### src/rtl/oled_fb_pkg.sv
// Shared types for the OLED framebuffer arbiter: RAM-port FSM states and default geometry.
package oled_fb_pkg;

    typedef enum logic [1:0] {
        StIdle    = 2'd0,
        StRead    = 2'd1,
        StCapture = 2'd2
    } fb_state_e;

    localparam int unsigned FB_X_BITS     = 7;
    localparam int unsigned FB_Y_BITS     = 7;
    localparam int unsigned FB_COLOR_BITS = 16;

endpackage

### src/rtl/oled_fb_wfifo.sv
// Small register-based synchronous FIFO for camera pixels, with registered ready/empty flags.
module oled_fb_wfifo #(
    parameter int unsigned C_WIDTH = 30,
    parameter int unsigned C_DEPTH = 4
) (
    input  logic               clk,
    input  logic               reset,
    input  logic               push_valid,
    output logic               push_ready,
    input  logic [C_WIDTH-1:0] push_data,
    input  logic               pop,
    output logic               empty,
    output logic [C_WIDTH-1:0] head
);
    localparam int unsigned PtrBits = $clog2(C_DEPTH);
    localparam int unsigned CntBits = PtrBits + 1;

    logic [C_WIDTH-1:0] mem_q [C_DEPTH];
    logic [PtrBits-1:0] wr_ptr_q, rd_ptr_q;
    logic [CntBits-1:0] count_q, count_d;
    logic               ready_q, empty_q;
    logic               push, pop_ok;

    assign push   = push_valid & ready_q;
    assign pop_ok = pop & ~empty_q;

    always_comb begin
        count_d = count_q;
        unique case ({push, pop_ok})
            2'b10:   count_d = count_q + CntBits'(1);
            2'b01:   count_d = count_q - CntBits'(1);
            default: count_d = count_q;
        endcase
    end

    // ready is !full, registered; it stays low during reset so no push can sneak in.
    always_ff @(posedge clk or posedge reset) begin
        if (reset) begin
            wr_ptr_q <= '0;
            rd_ptr_q <= '0;
            count_q  <= '0;
            ready_q  <= 1'b0;
            empty_q  <= 1'b1;
        end else begin
            count_q <= count_d;
            ready_q <= (count_d != CntBits'(C_DEPTH));
            empty_q <= (count_d == '0);
            if (push)   wr_ptr_q <= wr_ptr_q + PtrBits'(1);
            if (pop_ok) rd_ptr_q <= rd_ptr_q + PtrBits'(1);
        end
    end

    always_ff @(posedge clk) begin
        if (push) mem_q[wr_ptr_q] <= push_data;
    end

    assign push_ready = ready_q;
    assign empty      = empty_q;
    assign head       = mem_q[rd_ptr_q];

endmodule

### src/rtl/oled_fb_arbiter.sv
// Single-port framebuffer arbiter: display reads take priority, camera writes drain from a FIFO.
module oled_fb_arbiter
    import oled_fb_pkg::*;
#(
    parameter int unsigned C_X_BITS     = FB_X_BITS,
    parameter int unsigned C_Y_BITS     = FB_Y_BITS,
    parameter int unsigned C_COLOR_BITS = FB_COLOR_BITS,
    parameter int unsigned C_FIFO_DEPTH = 4
) (
    input  logic                         clk,
    input  logic                         reset,
    input  logic [C_X_BITS-1:0]          disp_x,
    input  logic [C_Y_BITS-1:0]          disp_y,
    input  logic                         disp_next_pixel,
    output logic [C_COLOR_BITS-1:0]      disp_color,
    input  logic                         cam_valid,
    output logic                         cam_ready,
    input  logic [C_X_BITS-1:0]          cam_x,
    input  logic [C_Y_BITS-1:0]          cam_y,
    input  logic [C_COLOR_BITS-1:0]      cam_data,
    output logic [C_X_BITS+C_Y_BITS-1:0] fb_addr,
    output logic                         fb_we,
    output logic [C_COLOR_BITS-1:0]      fb_wdata,
    input  logic [C_COLOR_BITS-1:0]      fb_rdata,
    output logic                         frame_start
);
    localparam int unsigned AddrBits  = C_X_BITS + C_Y_BITS;
    localparam int unsigned EntryBits = AddrBits + C_COLOR_BITS;

    fb_state_e               state_q, state_d;
    logic                    rd_pending_q, rd_pending_d;
    logic [AddrBits-1:0]     rd_addr_q;
    logic [C_COLOR_BITS-1:0] disp_color_q;
    logic                    fifo_empty, wr_go;
    logic [EntryBits-1:0]    fifo_head;
    logic [C_X_BITS-1:0]     head_x;
    logic [C_Y_BITS-1:0]     head_y;
    logic [C_COLOR_BITS-1:0] head_data;

    oled_fb_wfifo #(
        .C_WIDTH(EntryBits),
        .C_DEPTH(C_FIFO_DEPTH)
    ) u_wfifo (
        .clk       (clk),
        .reset     (reset),
        .push_valid(cam_valid),
        .push_ready(cam_ready),
        .push_data ({cam_x, cam_y, cam_data}),
        .pop       (wr_go),
        .empty     (fifo_empty),
        .head      (fifo_head)
    );

    assign {head_x, head_y, head_data} = fifo_head;

    // rd_pending resets high so pixel (0,0) is fetched straight after reset.
    always_ff @(posedge clk or posedge reset) begin
        if (reset) begin
            state_q      <= StIdle;
            rd_pending_q <= 1'b1;
            rd_addr_q    <= '0;
            disp_color_q <= '0;
        end else begin
            state_q      <= state_d;
            rd_pending_q <= rd_pending_d;
            if (disp_next_pixel) rd_addr_q <= {disp_y, disp_x};
            if (state_q == StCapture) disp_color_q <= fb_rdata;
        end
    end

    // A new request during READ re-arms the pending flag; the latest address wins.
    always_comb begin
        rd_pending_d = rd_pending_q;
        if (disp_next_pixel)        rd_pending_d = 1'b1;
        else if (state_q == StRead) rd_pending_d = 1'b0;

        state_d = state_q;
        unique case (state_q)
            StIdle:    if (rd_pending_q || disp_next_pixel) state_d = StRead;
            StRead:    state_d = StCapture;
            StCapture: state_d = StIdle;
            default:   state_d = StIdle;
        endcase
    end

    always_comb begin
        wr_go       = (state_q == StIdle) && !rd_pending_q && !fifo_empty;
        fb_we       = wr_go && !reset;
        fb_addr     = '0;
        fb_wdata    = '0;
        frame_start = (state_q == StRead) && (rd_addr_q == '0);
        if (state_q == StRead) begin
            fb_addr = rd_addr_q;
        end else if (wr_go) begin
            fb_addr  = {head_y, head_x};
            fb_wdata = head_data;
        end
    end

    assign disp_color = disp_color_q;

endmodule

### config.mk
export PLATFORM = sky130hd
export DESIGN_NAME = oled_fb_arbiter
export DESIGN_NICKNAME = d
export VERILOG_FILES = /design/src/rtl/oled_fb_pkg.sv /design/src/rtl/oled_fb_wfifo.sv /design/src/rtl/oled_fb_arbiter.sv
export SDC_FILE = /design/constraint.sdc
export NUM_CORES = 1
export LEC_CHECK = 0
export CORE_ASPECT_RATIO = 0.7
export CORE_UTILIZATION = 47
export CTS_CLUSTER_SIZE = 8
export DETAILED_ROUTE_END_ITERATION = 6
export PLACE_DENSITY = 0.83
export SYNTH_ARGS = -nofsm -noshare
export SYNTH_HDL_FRONTEND = slang
export SYNTH_SLANG_ARGS = --single-unit
### constraint.sdc
create_clock -name clk -period 2.4 [get_ports clk]
set_clock_uncertainty 0.15 [all_clocks]
set_input_delay 0.24 -clock clk [delete_from_list [all_inputs] [get_ports clk]]
set_output_delay 0.24 -clock clk [all_outputs]
set_load 0.01 [all_outputs]
# Yosys cells after proc, flatten, opt, wreduce, memory -nomap -nowiden
# Memories as Yosys holds them, arrays and structs flattened.
# Cells that the tools add are included.
# op_classes
n_eq_ne	6
reduce_logical	12
addsub	4
bitwise_logic	3
n_mux	11
# ops
operator	n
two-way mux 16 bit	2
two-way mux 14 bit	2
logical NOT 14 bit	1
case mux 3 bit (2 select lines)	1
adder 2 x 1 -> 2 bit (second input constant)	2
== test 2 x 1 -> 1 bit (second input constant)	2
== test 2 bit (second input constant)	2
logical AND 1 bit	4
two-way mux 1 bit	4
case mux 2 bit (2 select lines)	1
adder 3 x 1 -> 3 bit (second input constant)	1
logical NOT 1 bit	3
logical NOT 3 bit	1
!= test 3 bit (second input constant)	1
subtractor 3 x 1 -> 3 bit (second input constant)	1
bitwise AND 1 bit	2
logical NOT 2 bit	1
two-way mux 2 bit	1
!= test 2 bit (second input constant)	1
nonzero test 2 bit	1
logical OR 1 bit	1
inverter 1 bit	1
# totals
regBits	42
word_cells	46
out_inout_bits	49
mem_bits_rw	120
in_bits	64
n_memories	1
# mem_list
memory	depth	width	read_ports	rd_clocked_by_memory_dff	write_ports	line_no	source
u_wfifo.mem_q	4	30	1	0	1	oled_fb_wfifo.sv:18	logic [C_WIDTH-1:0] mem_q [C_DEPTH];

# Depth between registers and ports, before layout
# Gate-level depths: netlist (run 1).
# logic_depth
word_depth	7
mapped_depth	7
mapped_depth_nobuf	6

# By module
# A second synthesis (run 1) with hierarchy kept.
# unflattened
hier_cells	316
hier_area_um2	6463.7
# by_module_without_submodules
mod	instances	area_each_um2	seq_area_each_um2	cells_per_inst
oled_fb_wfifo	1	4853.4	3829.9	200
oled_fb_arbiter	1	1610.3	827.0	116

# Worst setup path after synthesis (run 1)
# No wires, ideal clock.
# synth_path
path_kind	register to register
from	reg rd_pending_q
to	reg u_wfifo.count_q[2]
t_required_ns	2.123
slack_ns	0.104
period_less_slack_ns	2.296
n_path_buf	1
stages_incl_launch_ff	8
setup_ns	0.127
arrival_ns	2.019
path_cell_list	dfstp_2 nor4_4 buf_2 ha_1 fa_1 xnor2_1 o21a_1 or2_2
# synth_via
elab_chain_len	6
word_cells_on_any_way	7
classes_between	eq/ne (2); mux (1); bitwise (1); reduce/logical (3)
# synth_rtl
item	line_no	source
start: declaration	oled_fb_arbiter.sv:31	logic rd_pending_q, rd_pending_d;
start signal: assignment	oled_fb_arbiter.sv:65	rd_pending_q <= rd_pending_d;
logical NOT 1 bit (*)	oled_fb_arbiter.sv:87	wr_go = (state_q == StIdle) && !rd_pending_q && !fifo_empty;
logical AND 1 bit (*) (2 in a row)	oled_fb_arbiter.sv:87	
bitwise AND 1 bit (*)	oled_fb_wfifo.sv:25	assign pop_ok = pop & ~empty_q;
== test 2 x 1 -> 1 bit or == test 2 bit (tied branches)	oled_fb_wfifo.sv:29	unique case ({push, pop_ok})
case mux 3 bit (2 select lines) (*)	oled_fb_wfifo.sv:29	
net u_wfifo.count_d[2]	oled_fb_wfifo.sv:20	logic [CntBits-1:0] count_q, count_d;
end signal: assignment	oled_fb_wfifo.sv:45	count_q <= count_d;
end: declaration	oled_fb_wfifo.sv:20	
# The timed path passes the listed nets; every way through them passes the cells marked *.
# A chain may end at the register's enable or synchronous reset.

# Worst setup path in the final report (run 1)
# layout_path
from	reg u_wfifo.rd_ptr_q[0]
to	out fb_addr[0]
# layout_via
elab_chain_len	3
# layout_rtl
item	line_no	source
start: declaration	oled_fb_wfifo.sv:19	logic [PtrBits-1:0] wr_ptr_q, rd_ptr_q;
start signal: assignment	oled_fb_wfifo.sv:49	if (pop_ok) rd_ptr_q <= rd_ptr_q + PtrBits'(1);
memory read (4 x 30 bit)	--	
two-way mux 14 bit	oled_fb_arbiter.sv:94	end else if (wr_go) begin
two-way mux 14 bit	oled_fb_arbiter.sv:92	if (state_q == StRead) begin
end: declaration	oled_fb_arbiter.sv:21	output logic [C_X_BITS+C_Y_BITS-1:0] fb_addr,
# No other way between the ends.

==> flow_summary.json, run 1 <==
{
  "cellPowerDensity_nw_per_um2": 1200,
  "violations": "setup timing",
  "path_delay_family": "multiplexers",
  "async_flop_share_pct": 25.9,
  "setup_slack_ns": -0.00509,
  "yosys_register_bits": 162,
  "swShare_pct": 28.3,
  "combPwrFrac_pct": 36.1,
  "ctsRootBufferMaster": "clkbuf_16",
  "pre_cts_slack_ns": -0.0774,
  "die_w_um": 141,
  "dr.first_iter.drc_count": 216,
  "cts.sinks": 162,
  "clock_latency_ns": 0.41,
  "regToRegEndpoint": "u_wfifo.count_q[2]",
  "core-area_um2": 13200,
  "drc_errors": 0,
  "first_pass_iters": 4,
  "cts.htree.levels": 4,
  "crit_type": "register to primary output",
  "finalWirelength_um": 13500,
  "hold_path.class": "input port to asynchronous set/reset pin",
  "pwr-share-seq_pct": 38.5,
  "place_area_um2": 7780,
  "peakVddDrop_v": 0.000686,
  "end_kind": "primary output",
  "tightest_slew_ns": 0.732,
  "gr-max-usage-layer": "met2",
  "vias": 3546,
  "synth_nets": 383,
  "grt_use_met1_pct": 28.6,
  "drive_gt1_share_pct": 41.1,
  "netlist.area_leader.share_pct": 56.6,
  "wl_per_cell_um": 19.9,
  "design_area_um2": 8720,
  "hold_violations": 0,
  "path_cells": "buf_12, buf_6, buf_6, mux4_2, a22o_1, buf_2",
  "gr-usage-met2_pct": 32.8,
  "grt_usage_pct": 20.8,
  "critPathRequiredTime_ns": 2.01,
  "place_congestion": 0.759,
  "area_growth_pct": 37.1,
  "start_util_pct": 48.3,
  "cap_violations": 0,
  "leakagePower_nw": 3.25,
  "synth_area_um2": 6360,
  "setup_violations": 1,
  "min_period_ns": 2.41,
  "nets": 551,
  "synth_warnings": 0,
  "synth_ff_type": "edfxtp_1",
  "num_antenna_cells": 0,
  "syn_inst": 313,
  "grt_pass1_wl_um": 21100,
  "hold_buffers": 0,
  "status": "complete, but fails checks",
  "ant_nets": 0,
  "die_h_um": 99.3,
  "rsz0062_at_grt": "yes",
  "p_clk_share_pct": 25.4,
  "clk_path_buf_depth": 2,
  "top_level_ports": 113,
  "worst-path-buf-inv": 4,
  "cts_made_buffers": 17,
  "period_share_pct": 100,
  "critPathSlowestCell": "mux4_2",
  "synth_area_leaders": "edfxtp_1 57%, dfrtp_1 16%, mux4_2 9.9%",
  "cp_slowest_stage_delay_ns": 0.49,
  "grt.overflow.total": 0,
  "rr_startpoint": "rd_pending_q",
  "synth_common_cells": "120 x edfxtp_1, 40 x dfrtp_1, 32 x mux2_2, 28 x mux4_2, 17 x and2_1",
  "p_sw_w": 0.00297,
  "first_global_vias": 3732,
  "synth_edf_count": 120,
  "rr_worst_depth": 7,
  "cpMostUsedCell": "buf_6",
  "critPathMaxFanout": 5,
  "r2r_slack_ns": 0.12,
  "yosysMostFrequentCell": "edfxtp_1",
  "io_buffers": 112,
  "clock.fmax_mhz": 416,
  "rows": 35,
  "ys_seq_area_share_pct": 73.2,
  "grt_max_degree": 43,
  "slew_headroom_pct": 51.2,
  "hpwl_um": 8220,
  "start_kind": "register",
  "clk_pin_slew_ns": 0.07,
  "setup_tns_ns": -0.00509,
  "antenna_found_initial": 0,
  "yosysTopAreaCell": "edfxtp_1",
  "via_per_inst": 5.22,
  "fp.dieArea_um2": 14000,
  "slew_viol_final": 0,
  "arrival_ns": 2.02,
  "synth_cell_types": 34,
  "syn-mean-instance-area_um2": 20.3,
  "intPower_w": 0.00752,
  "cts_tree": "built",
  "grt.met3_usage_pct": 5.34
}
==> how the worst max path moves through the flow <==
stage / start / endpoint / cells after the start
after floorplan: rd_pending_q / u_wfifo.count_q[2] / 7
after global placement: cam_valid / u_wfifo.count_q[2] / 7
after detailed placement: cam_valid / u_wfifo.count_q[2] / 7
after CTS: u_wfifo.rd_ptr_q[0] / fb_addr[7] / 5
after global routing: u_wfifo.rd_ptr_q[0] / fb_addr[0] / 6
final: u_wfifo.rd_ptr_q[0] / fb_addr[0] / 6
==> layout make-up <==
class	count	area [um^2]
clock buffers	21	460
clock inverters	11	129
fillers	867	4460
inverters	4	15.0
multi-input cells	131	1640
flip-flops and latches	162	4660
well taps	185	231
repair buffers	165	1590
==> worst reg2reg max path: cells and delay by family (launching register included) <==
family	cells	cell delay (ns)
fa+ha+maj	2	0.59
buf+inv	1	0.14
compound gates	1	0.21
flops	1	0.57
simple gates	2	0.35
xor+xnor	1	0.15
==> metrics by stage <==
step | utilization [%] | total power [W] | instances | hold slack (ns)
after floorplan | - | 0.00593 | 313 | 0.189
after global placement | 59.0 | 0.00713 | 615 | 0.336
after detailed placement | 59.0 | 0.00724 | 615 | 0.342
after CTS | 65.1 | 0.0103 | 670 | 0.193
after global routing | 66.2 | 0.0110 | 679 | 0.216
final | 66.2 | 0.0105 | 679 | 0.159
==> kinds of logic (layout without fill, tap and decap cells) <==
group | after synthesis | in the layout | synth area share [%]
AOI/OAI and AO/OA | 18 | 18 | 2.36
xor gates and xnor gates | 5 | 5 | 0.688
adders and majority gates | 6 | 6 | 1.30
buffers and inverters | 20 | 201 | 2.16
DFF | 162 | 162 | 73.2
muxes | 62 | 62 | 16.4
and+or+nand+nor | 40 | 40 | 3.87
==> state kept, by name (all words and copies together), names as in the netlist <==
signal,count
u_wfifo.empty,1
u_wfifo.mem_q,120
u_wfifo.push_ready,1
disp_color,16
u_wfifo.count_q,3
rd_addr_q,14
u_wfifo.rd_ptr_q,2
state_q,2
u_wfifo.wr_ptr_q,2
rd_pending_q,1
==> power groups by stage <==
stage	Clock [W]	Sequential [W]	Combinational [W]
2_1_floorplan	0	0.00407	0.00187
3_3_place_gp	0	0.00405	0.00308
3_5_place_dp	0	0.00410	0.00315
4_1_cts	0.00269	0.00403	0.00358
5_1_grt	0.00285	0.00411	0.00404
6_report	0.00266	0.00404	0.00378
==> metal layers <==
metal / part of all wire, % / vias up
li1: - / 1570
met1: 43 / 1849
met2: 50 / 113
met3: 5.5 / 14
met4: 1.4 / 0
met5: 0 / -
==> cells in the final DEF, fill, tap and decap left out, drive strengths merged, types with 2 or more instances in the layout <==
cell type / count
edfxtp: 120
clkdlybuf4s50: 81
buf: 71
dfrtp: 40
clkbuf: 33
mux2: 32
mux4: 30
and2: 17
a22o: 14
clkinvlp: 5
ha: 5
inv: 5
nor2: 4
xnor2: 4
and3: 4
nor4: 4
nand2: 3
clkinv: 3
nor3: 2
nor3b: 2
bufinv: 2
dfstp: 2
==> what timing repair did <==
action	in CTS	in global routing
endpoints found under the hold margin	0	0
pin swaps	3	14
cloned	2	1
endpoints found under the setup margin	32	34
gates resized for setup	106	58
setup buffers	21	10
(Power assumes the default switching activity.)
==> run 2: changes to the inputs <==
SLEW_MARGIN = 10   (was default)
==> results of run 2 <==
Final layout, timing and power as in run 1 (identical DEF).
==> run 3: changes to the inputs <==
CTS_CLUSTER_SIZE = 10   (was 8)
==> results of run 3 <==
Final layout, timing and power as in run 1 (identical DEF).
